[config.mk]
export PLATFORM = sky130hd
export DESIGN_NAME = bcd_countdown
export DESIGN_NICKNAME = d
export VERILOG_FILES = /design/src/rtl/bcd_countdown_pkg.sv /design/src/rtl/bcd_countdown_digit.sv /design/src/rtl/bcd_countdown.sv
export SDC_FILE = /design/constraint.sdc
export NUM_CORES = 1
export LEC_CHECK = 0
export CAP_MARGIN = 15
export CORE_MARGIN = 2
export CORE_UTILIZATION = 50
export CTS_BUF_LIST = sky130_fd_sc_hd__clkbuf_4 sky130_fd_sc_hd__clkbuf_8 sky130_fd_sc_hd__clkbuf_16
export DETAILED_ROUTE_END_ITERATION = 7
export GPL_ROUTABILITY_DRIVEN = 0
export PLACE_DENSITY = 0.73
export SYNTH_ARGS = -nofsm -noshare
export SYNTH_HDL_FRONTEND = slang
export SYNTH_HIERARCHICAL = 1
export SYNTH_SLANG_ARGS = --single-unit
[constraint.sdc]
create_clock -name clk -period 4.6 [get_ports clk]
set_input_delay 0.46 -clock clk [delete_from_list [all_inputs] [get_ports clk]]
set_output_delay 0.46 -clock clk [all_outputs]
set_load 0.01 [all_outputs]
[src/rtl/bcd_countdown_pkg.sv]
// bcd_countdown_pkg: shared state type, constants and helpers for the BCD countdown timer
package bcd_countdown_pkg;
    typedef enum logic [1:0] {IDLE, RUN, PAUSE, DONE} state_t;
    localparam logic [3:0] BCD_MAX = 4'd9;
    localparam int SEC_W = 14;
    function automatic int tick_w(input int hz);
        return $clog2(hz);
    endfunction
    function automatic logic [3:0] clamp(input logic [3:0] d);
        return d > BCD_MAX ? BCD_MAX : d;
    endfunction
    function automatic logic [SEC_W-1:0] bcd_to_bin(input logic [15:0] b);
        return SEC_W'(b[15:12]) * SEC_W'(1000) + SEC_W'(b[11:8]) * SEC_W'(100)
             + SEC_W'(b[7:4]) * SEC_W'(10) + SEC_W'(b[3:0]);
    endfunction
endpackage

[src/rtl/bcd_countdown_digit.sv]
// bcd_digit_dec: one stage of the BCD borrow chain
module bcd_digit_dec import bcd_countdown_pkg::*; (
    input  logic [3:0] d,
    input  logic       borrow_in,
    output logic [3:0] q,
    output logic       borrow_out
);
    assign borrow_out = borrow_in && d == 4'd0;
    assign q = !borrow_in ? d : borrow_out ? BCD_MAX : d - 4'd1;
endmodule

[src/rtl/bcd_countdown.sv]
// bcd_countdown: 4-digit BCD seconds countdown with expiry pulse and display outputs.
// Define BCD_COUNTDOWN_AUTORELOAD_EN for periodic reload from the last loaded value.
module bcd_countdown import bcd_countdown_pkg::*; #(
    parameter int CLK_HZ = 100000000
) (
    input  logic             clk,
    input  logic             rst,
    input  logic             load,
    input  logic [3:0]       ld0,
    input  logic [3:0]       ld1,
    input  logic [3:0]       ld2,
    input  logic [3:0]       ld3,
    input  logic             start,
    input  logic             pause,
    output logic [SEC_W-1:0] sec,
    output logic [3:0]       a0,
    output logic [3:0]       a1,
    output logic [3:0]       a2,
    output logic [3:0]       a3,
    output logic [2:0]       remainder,
    output logic [1:0]       digit,
    output logic             busy,
    output logic             expired
);
    localparam int TW = tick_w(CLK_HZ);
    localparam logic [TW-1:0] TMAX = TW'(CLK_HZ - 1);
    localparam logic [TW-1:0] EIGHTH = TW'(CLK_HZ / 8);
    state_t st, nxt;
    logic [TW-1:0] tick;
    logic [15:0] cur, dec, ld_val, reload_val;
    logic [4:0] br;
    logic is_zero, cnt, step_sec, hit_zero, reload;
    assign cur = {a3, a2, a1, a0};
    assign ld_val = {clamp(ld3), clamp(ld2), clamp(ld1), clamp(ld0)};
    assign br[0] = 1'b1;
    genvar i;
    for (i = 0; i < 4; i++) begin : g_dec
        bcd_digit_dec u_dec (
            .d(cur[4*i +: 4]),
            .borrow_in(br[i]),
            .q(dec[4*i +: 4]),
            .borrow_out(br[i+1])
        );
    end
    // a borrow out of the top digit happens only when every digit is zero
    assign is_zero = br[4];
    assign cnt = busy && !pause;
    assign step_sec = cnt && tick == '0;
    assign hit_zero = step_sec && dec == '0;
`ifdef BCD_COUNTDOWN_AUTORELOAD_EN
    logic [15:0] shadow;
    always_ff @(posedge clk or negedge rst) begin
        if (!rst) shadow <= '0;
        else if (load) shadow <= ld_val;
    end
    assign reload = hit_zero && shadow != '0;
    assign reload_val = shadow;
`else
    assign reload = 1'b0;
    assign reload_val = '0;
`endif
    always_ff @(posedge clk or negedge rst) begin
        if (!rst) st <= IDLE;
        else st <= nxt;
    end
    always_comb begin
        nxt = st;
        if (load) nxt = IDLE;
        else begin
            case (st)
                IDLE:       nxt = start ? (is_zero ? DONE : RUN) : IDLE;
                RUN, PAUSE: nxt = pause ? PAUSE : (hit_zero && !reload) ? DONE : RUN;
                default:    nxt = DONE;
            endcase
        end
    end
    always_comb begin
        busy = st == RUN || st == PAUSE;
        digit = a3 != 4'd0 ? 2'd3 : a2 != 4'd0 ? 2'd2 : a1 != 4'd0 ? 2'd1 : 2'd0;
        remainder = 3'(tick / EIGHTH);
    end
    always_ff @(posedge clk or negedge rst) begin
        if (!rst) begin
            tick <= TMAX;
            {a3, a2, a1, a0} <= '0;
            sec <= '0;
            expired <= 1'b0;
        end else begin
            expired <= 1'b0;
            if (load) begin
                tick <= TMAX;
                {a3, a2, a1, a0} <= ld_val;
                sec <= bcd_to_bin(ld_val);
            end else if (st == IDLE && start && is_zero) begin
                expired <= 1'b1;
            end else if (cnt) begin
                tick <= step_sec ? TMAX : tick - TW'(1);
                if (step_sec) begin
                    {a3, a2, a1, a0} <= reload ? reload_val : dec;
                    sec <= reload ? bcd_to_bin(reload_val) : sec - SEC_W'(1);
                    expired <= hit_zero;
                end
            end
        end
    end
endmodule

; Yosys cells after proc, flatten, opt, wreduce, memory -nomap -nowiden
; Cells that the tools add are included.
[totals]
reg_bits = 60
in_bits = 21
out_inout_bits = 37
[op_classes]
n_addsub = 9
mul = 3
n_div = 1
n_lt_le_gt_ge = 4
n_eq_ne = 3
n_mux = 48
n_reduce_logical = 25
[op_table]
columns = operator, count
row1 = $mux 27, 4
row2 = $mux 4, 27
row3 = $mux 14, 4
row4 = $div 27x24->27 const B, 1
row5 = $logic_not 27->1, 1
row6 = $sub 27x1->27 const B, 1
row7 = $gt 4x4->1 const B, 4
row8 = $logic_not 16->1, 1
row9 = $logic_not 4->1, 4
row10 = $sub 4x1->4 const B, 4
row11 = $add 14x11->14, 1
row12 = $add 14x4->14, 1
row13 = $add 14x8->14, 1
row14 = $mux 2, 7
row15 = $sub 14x1->14 const B, 1
row16 = $reduce_bool 4->1, 3
row17 = $mul 4x7->11 const B, 1
row18 = $mul 4x5->9 const B, 1
row19 = $logic_and 1x1->1, 8
row20 = $mul 4x3->7 const B, 1
row21 = $mux 1, 5
row22 = $pmux 2 s2, 1
row23 = $reduce_bool 2->1, 2
row24 = $reduce_and 3->1, 1
row25 = 8 further kinds, 8

; Longest topological paths before layout
; Gate-level depths: netlist (run 1).
[logic_depth]
ltp_word = 12
ltp_mapped = 21
depth_no_buf = 21

; By module
; Netlist (run 1), hierarchy kept.
[by_module_without_submodules]
columns = module, instances, cells_each, area_each_um2, seq_area_each_um2
row1 = bcd_countdown, 1, 766, 6296.0, 1525.2
row2 = bcd_digit_dec, 4, 18, 120.1, 0.0

; Worst setup path before layout (run 1)
; Ideal clock, no wire load.
[synth_timing]
path_type = register to output
startpoint = reg tick[16]
endpoint = out remainder[0]
t_arrival_ns = 4.488
t_required_ns = 4.140
slack_ns = -0.348
path_stages_with_launch = 17
cell_sequence = dfstp_2 > buf_2 > and4_4 > o221ai_2 > a221oi_2 > nor4b_2 > nor2_1 > or4_4 > buf_6 > and3_4 > nor4_4 > o2111ai_4 > o311ai_4 > nand2_1 > nor3_1 > o2111ai_1 > o211ai_1
[synth_via]
elab_chain_cells = 1
[synth_rtl]
columns = element, line
row1 = start: declaration, bcd_countdown.sv:29  ; logic [TW-1:0] tick;
row2 = start signal: assignment, bcd_countdown.sv:97  ; tick <= step_sec ? TMAX : tick - TW'(1);
row3 = $div 27x24->27, bcd_countdown.sv:80  ; remainder = 3'(tick / EIGHTH);
row4 = end: declaration, bcd_countdown.sv:20  ; output logic [2:0] remainder,
; No other way between the ends.

; Worst setup path in the final report (run 1)
[layout_timing]
startpoint = reg tick[10]
endpoint = out remainder[0]
; Same word-level chain as after synthesis.

==> results of run 1 <==
-- power groups by stage --
stage / Combinational [W] / Sequential, W / Clock, W
3_5_place_dp: 0.00110 / 0.000695 / 0
3_3_place_gp: 0.00107 / 0.000692 / 0
6_report: 0.00126 / 0.000691 / 0.000726
5_1_grt: 0.00139 / 0.000702 / 0.000761
2_1_floorplan: 0.000618 / 0.000704 / 0
4_1_cts: 0.00112 / 0.000689 / 0.000739
-- cells in the final DEF, fill, tap and decap left out, drive strengths merged, types with 4 or more instances in the layout --
master / synthesis / final
a31oi: 9 / 9
dfrtp: 41 / 41
nor3: 21 / 21
o211ai: 11 / 11
o22ai: 5 / 5
a41oi: 4 / 4
o211a: 4 / 4
xor2: 25 / 25
and3: 17 / 17
nand3: 29 / 29
a21o: 9 / 9
a21oi: 56 / 56
and2: 7 / 7
inv: 67 / 68
or3: 7 / 7
nand2b: 15 / 15
o21ai: 49 / 49
clkdlybuf4s50: 0 / 52
xnor2: 42 / 42
and2b: 4 / 4
buf: 16 / 168
mux2i: 14 / 14
nor2: 50 / 50
conb: 1 / 6
fa: 15 / 15
o2111ai: 6 / 6
o21bai: 11 / 11
nor4: 19 / 19
or2: 7 / 7
ha: 60 / 60
or4: 7 / 7
dfstp: 19 / 19
nand4: 5 / 5
o21a: 6 / 6
nor2b: 15 / 15
nand2: 98 / 98
clkbuf: 26 / 9
-- per-stage QoR --
| step | utilization [%] | setup TNS [ns] | hold WS [ns] |
|---|---|---|---|
| 2_1_floorplan | - | -0.144 | 0.164 |
| 4_1_cts | 67.6 | -0.389 | 0.295 |
| 5_1_grt | 69.6 | -0.668 | 0.338 |
| 3_5_place_dp | 64.6 | -1.43 | 0.493 |
| 6_report | 69.6 | -0.364 | 0.273 |
| 3_3_place_gp | 64.6 | -1.18 | 0.488 |
-- worst max-delay path, cell delays in order (launching register included) --
cell and delay, ns:
dfrtp_1 0.39, or4_4 0.57, o211ai_4 0.27, a221oi_4 0.12, buf_6 0.16, xnor2_4 0.15
nand2_2 0.07, or4_4 0.57, a221o_1 0.32, nand3b_1 0.15, o2111ai_4 0.17, o311ai_4 0.35
buf_4 0.18, mux2i_1 0.17, a31oi_1 0.05, a31oi_1 0.24, o211ai_1 0.11, buf_2 0.14
-- worst min-delay path by stage --
stage            start  endpoint  cells past startpoint
6_report           rst     a1[3]                      2
5_1_grt            rst     a1[3]                      2
4_1_cts            rst     a1[3]                      2
3_5_place_dp   tick[1]   tick[1]                      2
3_3_place_gp   tick[1]   tick[1]                      2
2_1_floorplan      rst     a0[0]                      0
-- cell usage after synthesis (8+ instances only) --
library cell	count
a21o_1	8
a21oi_1	55
a31oi_1	9
and3_1	16
buf_2	11
clkbuf_1	25
dfrtp_1	41
dfstp_2	19
fa_1	15
ha_1	60
inv_1	66
mux2i_1	14
nand2_1	98
nand2b_1	15
nand3_1	29
nor2_1	49
nor2b_1	15
nor3_1	21
nor4_1	18
o211ai_1	9
o21ai_0	46
xnor2_1	42
xor2_1	25
-- cells by family (layout without fill, tap and decap cells) --
logic type	after synthesis	in the layout	share of synthesized area [%]
flops	60	60	22.5
mux	16	16	2.46
fa+ha+maj	75	75	15.5
compound gates	198	198	20.3
buf+inv	109	305	6.70
other cells	1	6	0.0553
simple gates	312	312	23.8
xor+xnor	67	67	8.66
-- sequential cells by signal (all words and copies together), names as in the netlist --
signal	count
a1	4
st	2
a2	4
a0	4
sec	14
a3	4
expired	1
tick	27
-- metal layers --
metal / share of wire (%) / wire, um
met1: 42 / 7860
met2: 50 / 9380
met3: 4.7 / 874
met4: 2.8 / 513
met5: 0 / 0
-- what timing repair did --
item	4_1_cts	5_1_grt
resized for setup	10	37
pin swaps	12	16
buffers inserted	8	9
hold endpoints to repair	0	0
setup endpoints to repair	3	5
-- layout make-up --
type	count	area, um2	share of cell area [%]
Clock buffer	9	225	2.44
Clock inverter	7	98.8	1.07
Inverter	67	251	2.73
Multi-Input combinational cell	674	5070	55.0
Sequential cell	60	1530	16.5
Tap cell	176	220	2.39
Timing Repair Buffer	222	1820	19.8
==> impl_metrics.yaml, run 1 <==
min_path:
  min_path_type: "in -> async"
layout:
  fill_cells: 1036
  syn_to_final_growth_pct: 36.1
  drive_above_1_share_pct: 25.5
  nNetsFinal: 1130
  final_cell_area_um2: 9220
  antenna_cells: 0
  final_cells: 1215
floorplan:
  die_x_um: 120
  die_h_um: 120
  start_util_pct: 51.2
  pin_count: 58
  rows: 42
  coreArea_um2: 13200
  dieArea_um2: 14500
grt:
  busiest_layer: "met2"
  grt_pass1_vias: 6525
  grt_util_met3_pct: 4.48
  antenna_found_initial: 0
  grt_util_met2_pct: 44.7
  grtUsageTotal_pct: 25.7
  grt_util_met1_pct: 31.9
  grt_max_degree: 61
  grt-ovfl-total: 0
  grt_pass1_wl_um: 30300
place:
  dp_hpwl_um: 14200
  dpl_cell_area_um2: 8560
  io_buffers: 57
  post-place-ws_ns: -0.434
  dp.cells: 1182
cts:
  cts_buffer_depth: 2
  clock-sinks: 60
  clk_pin_slew_ns: 0.06
  ctsHtreeMaxLevel: 3
  cts_tree: "done"
  cts-buffers-inserted: 9
  hold_buffers: 0
  root_buffer: "clkbuf_16"
  insertion_delay_ns: 0.33
pwr:
  p_total_w: 0.00267
  switching_share_pct: 34.4
  p_comb_share_pct: 47.0
  p_clk_share_pct: 27.1
  seq_power_share_pct: 25.8
  max-vdd-ir-drop_uv: 214
  power_density_nw_per_um2: 290
  internal_power_w: 0.00175
  netSwitchingPower_w: 0.000921
  cellLeakagePower_nw: 4.25
route:
  viasPerCell: 5.50
  num_vias: 6683
  wl_per_cell_um: 15.3
  drtIter0Drc: 426
  wl_um: 18600
  ant_nets: 0
  drc: 0
  first_pass_iters: 5
critical_path:
  r2r_slack_ns: 0.47
  r2r-end: "sec[5]"
  cp-startpoint: "tick[10]"
  cp-end-kind: "output port"
  required_ns: 4.14
  cp_max_fo: 5
  worstSetupEndpoint: "remainder[0]"
  r2r_cells: 17
  r2r_start: "a0[0]"
  worst-setup-path-type: "reg -> out"
  cp.arrival_ns: 4.50
  cp-start-kind: "flop"
yosys:
  synth_seq_cells: 60
  yosys_warnings: 6
  synth_area_per_cell_um2: 8.09
  synth_flop_cell: "dfrtp_1"
  synth_edf_count: 0
  ys_async_sr_fraction_pct: 100
  yosysSeqAreaShare_pct: 22.5
  synthTopCellsByArea: "dfrtp_1 (15%), ha_1 (11%), dfstp_2 (7.4%)"
  yosysUniqueCellTypes: 83
  yosysTopAreaCell: "dfrtp_1"
  syn-instance-count: 838
  yosysTopAreaCellShare_pct: 15.1
  netlist_area_um2: 6780
timing:
  period_share_pct: 108
  drv_slew: 0
  fin_worst_skew_ns: 0.00867
  fmax_ghz: 0.201
  worst_pin_slew_ns: 0.763
  layout_setup_ws_ns: -0.364
  rsz0062_at_grt: "yes"
  slew_headroom_pct: 49.1
  min_period_ns: 4.96
  setup_viol: 1
  hold_viol: 0
job:
  drv_cap: 0
run_status:
  outcome: "finished, violations left"
  violations: "setup timing"
Note: power is estimated with default switching activity, not from simulation.
==> run 2, diff against run 1 <==
- DONT_BUFFER_PORTS: default -> 1
- PLACE_DENSITY: 0.73 -> 0.68
==> impl_metrics.yaml, run 2 (same netlist as run 1, synthesis figures left out) <==
run_status:
  outcome: "finished, violations left"
  violations: "hold timing, setup timing"
route:
  wl_um: 17700
  wl_per_cell_um: 16.4
  drtIter0Drc: 346
  first_pass_iters: 5
  ant_nets: 0
  viasPerCell: 5.85
  drc: 0
  num_vias: 6308
min_path:
  min_path_type: "in -> async"
floorplan:
  rows: 42
  coreArea_um2: 13200
  dieArea_um2: 14500
  die_h_um: 120
  start_util_pct: 51.2
  die_x_um: 120
  pin_count: 58
critical_path:
  worstSetupEndpoint: "remainder[0]"
  r2r-end: "tick[25]"
  cp.arrival_ns: 4.51
  r2r_cells: 19
  required_ns: 4.14
  cpMostUsedCell: "a31oi_1"
  r2r_start: "a0[0]"
  cp-startpoint: "tick[26]"
  crit_chain: "nand3_1, o31a_1, or3_4, a21oi_4, o211ai_4, or4_4, a221o_1, nand3b_1, o2111ai_4, o311ai_4, buf_6, a21bo_1, a31oi_1, a31oi_1, o211ai_1, buf_4"
  cp-end-kind: "output port"
  cp.depth: 16
  cp_slowest_cell: "dfstp_2"
  r2r_slack_ns: 0.33
  cp_max_fo: 7
  critPathMaxStageDelay_ns: 0.60
  path_buf_inv: 2
  cp-start-kind: "flop"
  worst-setup-path-type: "reg -> out"
  path_delay_family: "compound AO/OA/AOI/OAI gates"
cts:
  insertion_delay_ns: 0.33
  cts-buffers-inserted: 9
  clock-sinks: 60
  cts_buffer_depth: 2
  ctsHtreeMaxLevel: 3
  cts_tree: "done"
  root_buffer: "clkbuf_16"
  clk_pin_slew_ns: 0.05
layout:
  largest_reg_flops: 27
  layout_commonest_cell: "nand2_1"
  drive_above_1_share_pct: 18.3
  syn_to_final_growth_pct: 17.0
  largest_register: "tick"
  nNetsFinal: 993
  final_util_pct: 59.9
  final_cell_area_um2: 7930
  mostFrequentLayoutCells: "nand2_1 (98), buf_4 (83), inv_1 (66)"
  reg_top3: "tick x27, sec x14"
  antenna_cells: 0
grt:
  grt_pass1_vias: 6393
  antenna_found_initial: 0
  grt-ovfl-total: 0
  grt_pass1_wl_um: 29600
  grt_max_degree: 61
  grtUsageTotal_pct: 25.0
timing:
  period_share_pct: 108
  drv_slew: 0
  layout_setup_ws_ns: -0.369
  slew_headroom_pct: 52.0
  holdWs_ns: -0.0119
  min_period_ns: 4.97
  tns_ns: -0.369
  fin_worst_skew_ns: 0.00575
  rsz0062_at_grt: "yes"
  hold_viol: 2
  setup_viol: 1
  worst_pin_slew_ns: 0.713
  fmax_ghz: 0.201
pwr:
  cellLeakagePower_nw: 3.62
  p_total_w: 0.00228
  power_density_nw_per_um2: 287
  max-vdd-ir-drop_uv: 193
job:
  drv_cap: 0
place:
  io_buffers: 0
  dp_hpwl_um: 14100
  dpl_cell_area_um2: 7470
run 2: changes by cell type in the layout (fill, tap and decap cells not counted), sizes merged:
| cell | delta |
|---|---|
| buf | -83 |
| clkdlybuf4s50 | -52 |
| bufinv | +1 |
| clkbuf | +1 |
| clkdlybuf4s15 | -1 |
| clkinvlp | -1 |
| dlymetal6s2s | -1 |
| inv | -1 |
run 2: per-stage QoR:
step	worst slack (ns)	std cells
after floorplan	-0.144	843
after global placement	0.0393	1057
after detailed placement	-0.0865	1057
after CTS	-0.344	1077
after global routing	-0.589	1078
final	-0.369	1078
run 2: cell type report:
class / instances / area (um2)
sequential: 60 / 1530
fill: 1181 / 5310
multi-input combinational: 674 / 4930
timing repair buffer: 85 / 662
clock inverter: 6 / 113
tap: 176 / 220
clock buffer: 10 / 233
inverter: 67 / 251
run 2: per-layer routing:
layer | global-route usage (%) | wire [um] | up-vias
met5 | 0 | 0 | -
met3 | 4.58 | 938 | 58
met1 | 28.3 | 7020 | 2983
met4 | 11.8 | 734 | 0
li1 | - | - | 3070
met2 | 45.1 | 9000 | 197
run 2: worst min-delay path by stage:
stage / endpoint / slack [ns]
floorplan: a0[0] / 0.16
global placement: a1[3] / 0.17
detailed placement: a1[3] / 0.17
CTS: a1[3] / 0.003
global route: a0[3] / 0.01
finish: a0[3] / -0.01
run 2: worst register-to-register path: stages (launching register included):
cell	delay, ns
dfrtp_1	0.47
inv_1	0.14
ha_1	0.17
nand2b_1	0.09
nor2b_1	0.38
and2b_1	0.24
nor2b_1	0.39
and2b_1	0.25
nor2b_1	0.22
and2b_1	0.19
nor2b_1	0.19
nand3_1	0.16
nand2_1	0.10
nand2_1	0.14
nand4_1	0.26
or3_1	0.33
nor2_1	0.10
nand3b_1	0.11
xor2_1	0.15
nor2_1	0.06
run 2: what timing repair did:
action | 4_1_cts | 5_1_grt
hold buffers | 1 | 0
hold endpoints to repair | 60 | 0
endpoints found under the setup margin | 1 | 2
setup buffers | 3 | 1
pin swaps | 5 | 1
gates resized for setup | 11 | 1
run 2: power by group:
group | internal (W) | switching [W]
Combinational | 0.000361 | 0.000410
Clock | 0.000535 | 0.000240
Sequential | 0.000601 | 0.000131
Total | 0.00150 | 0.000782
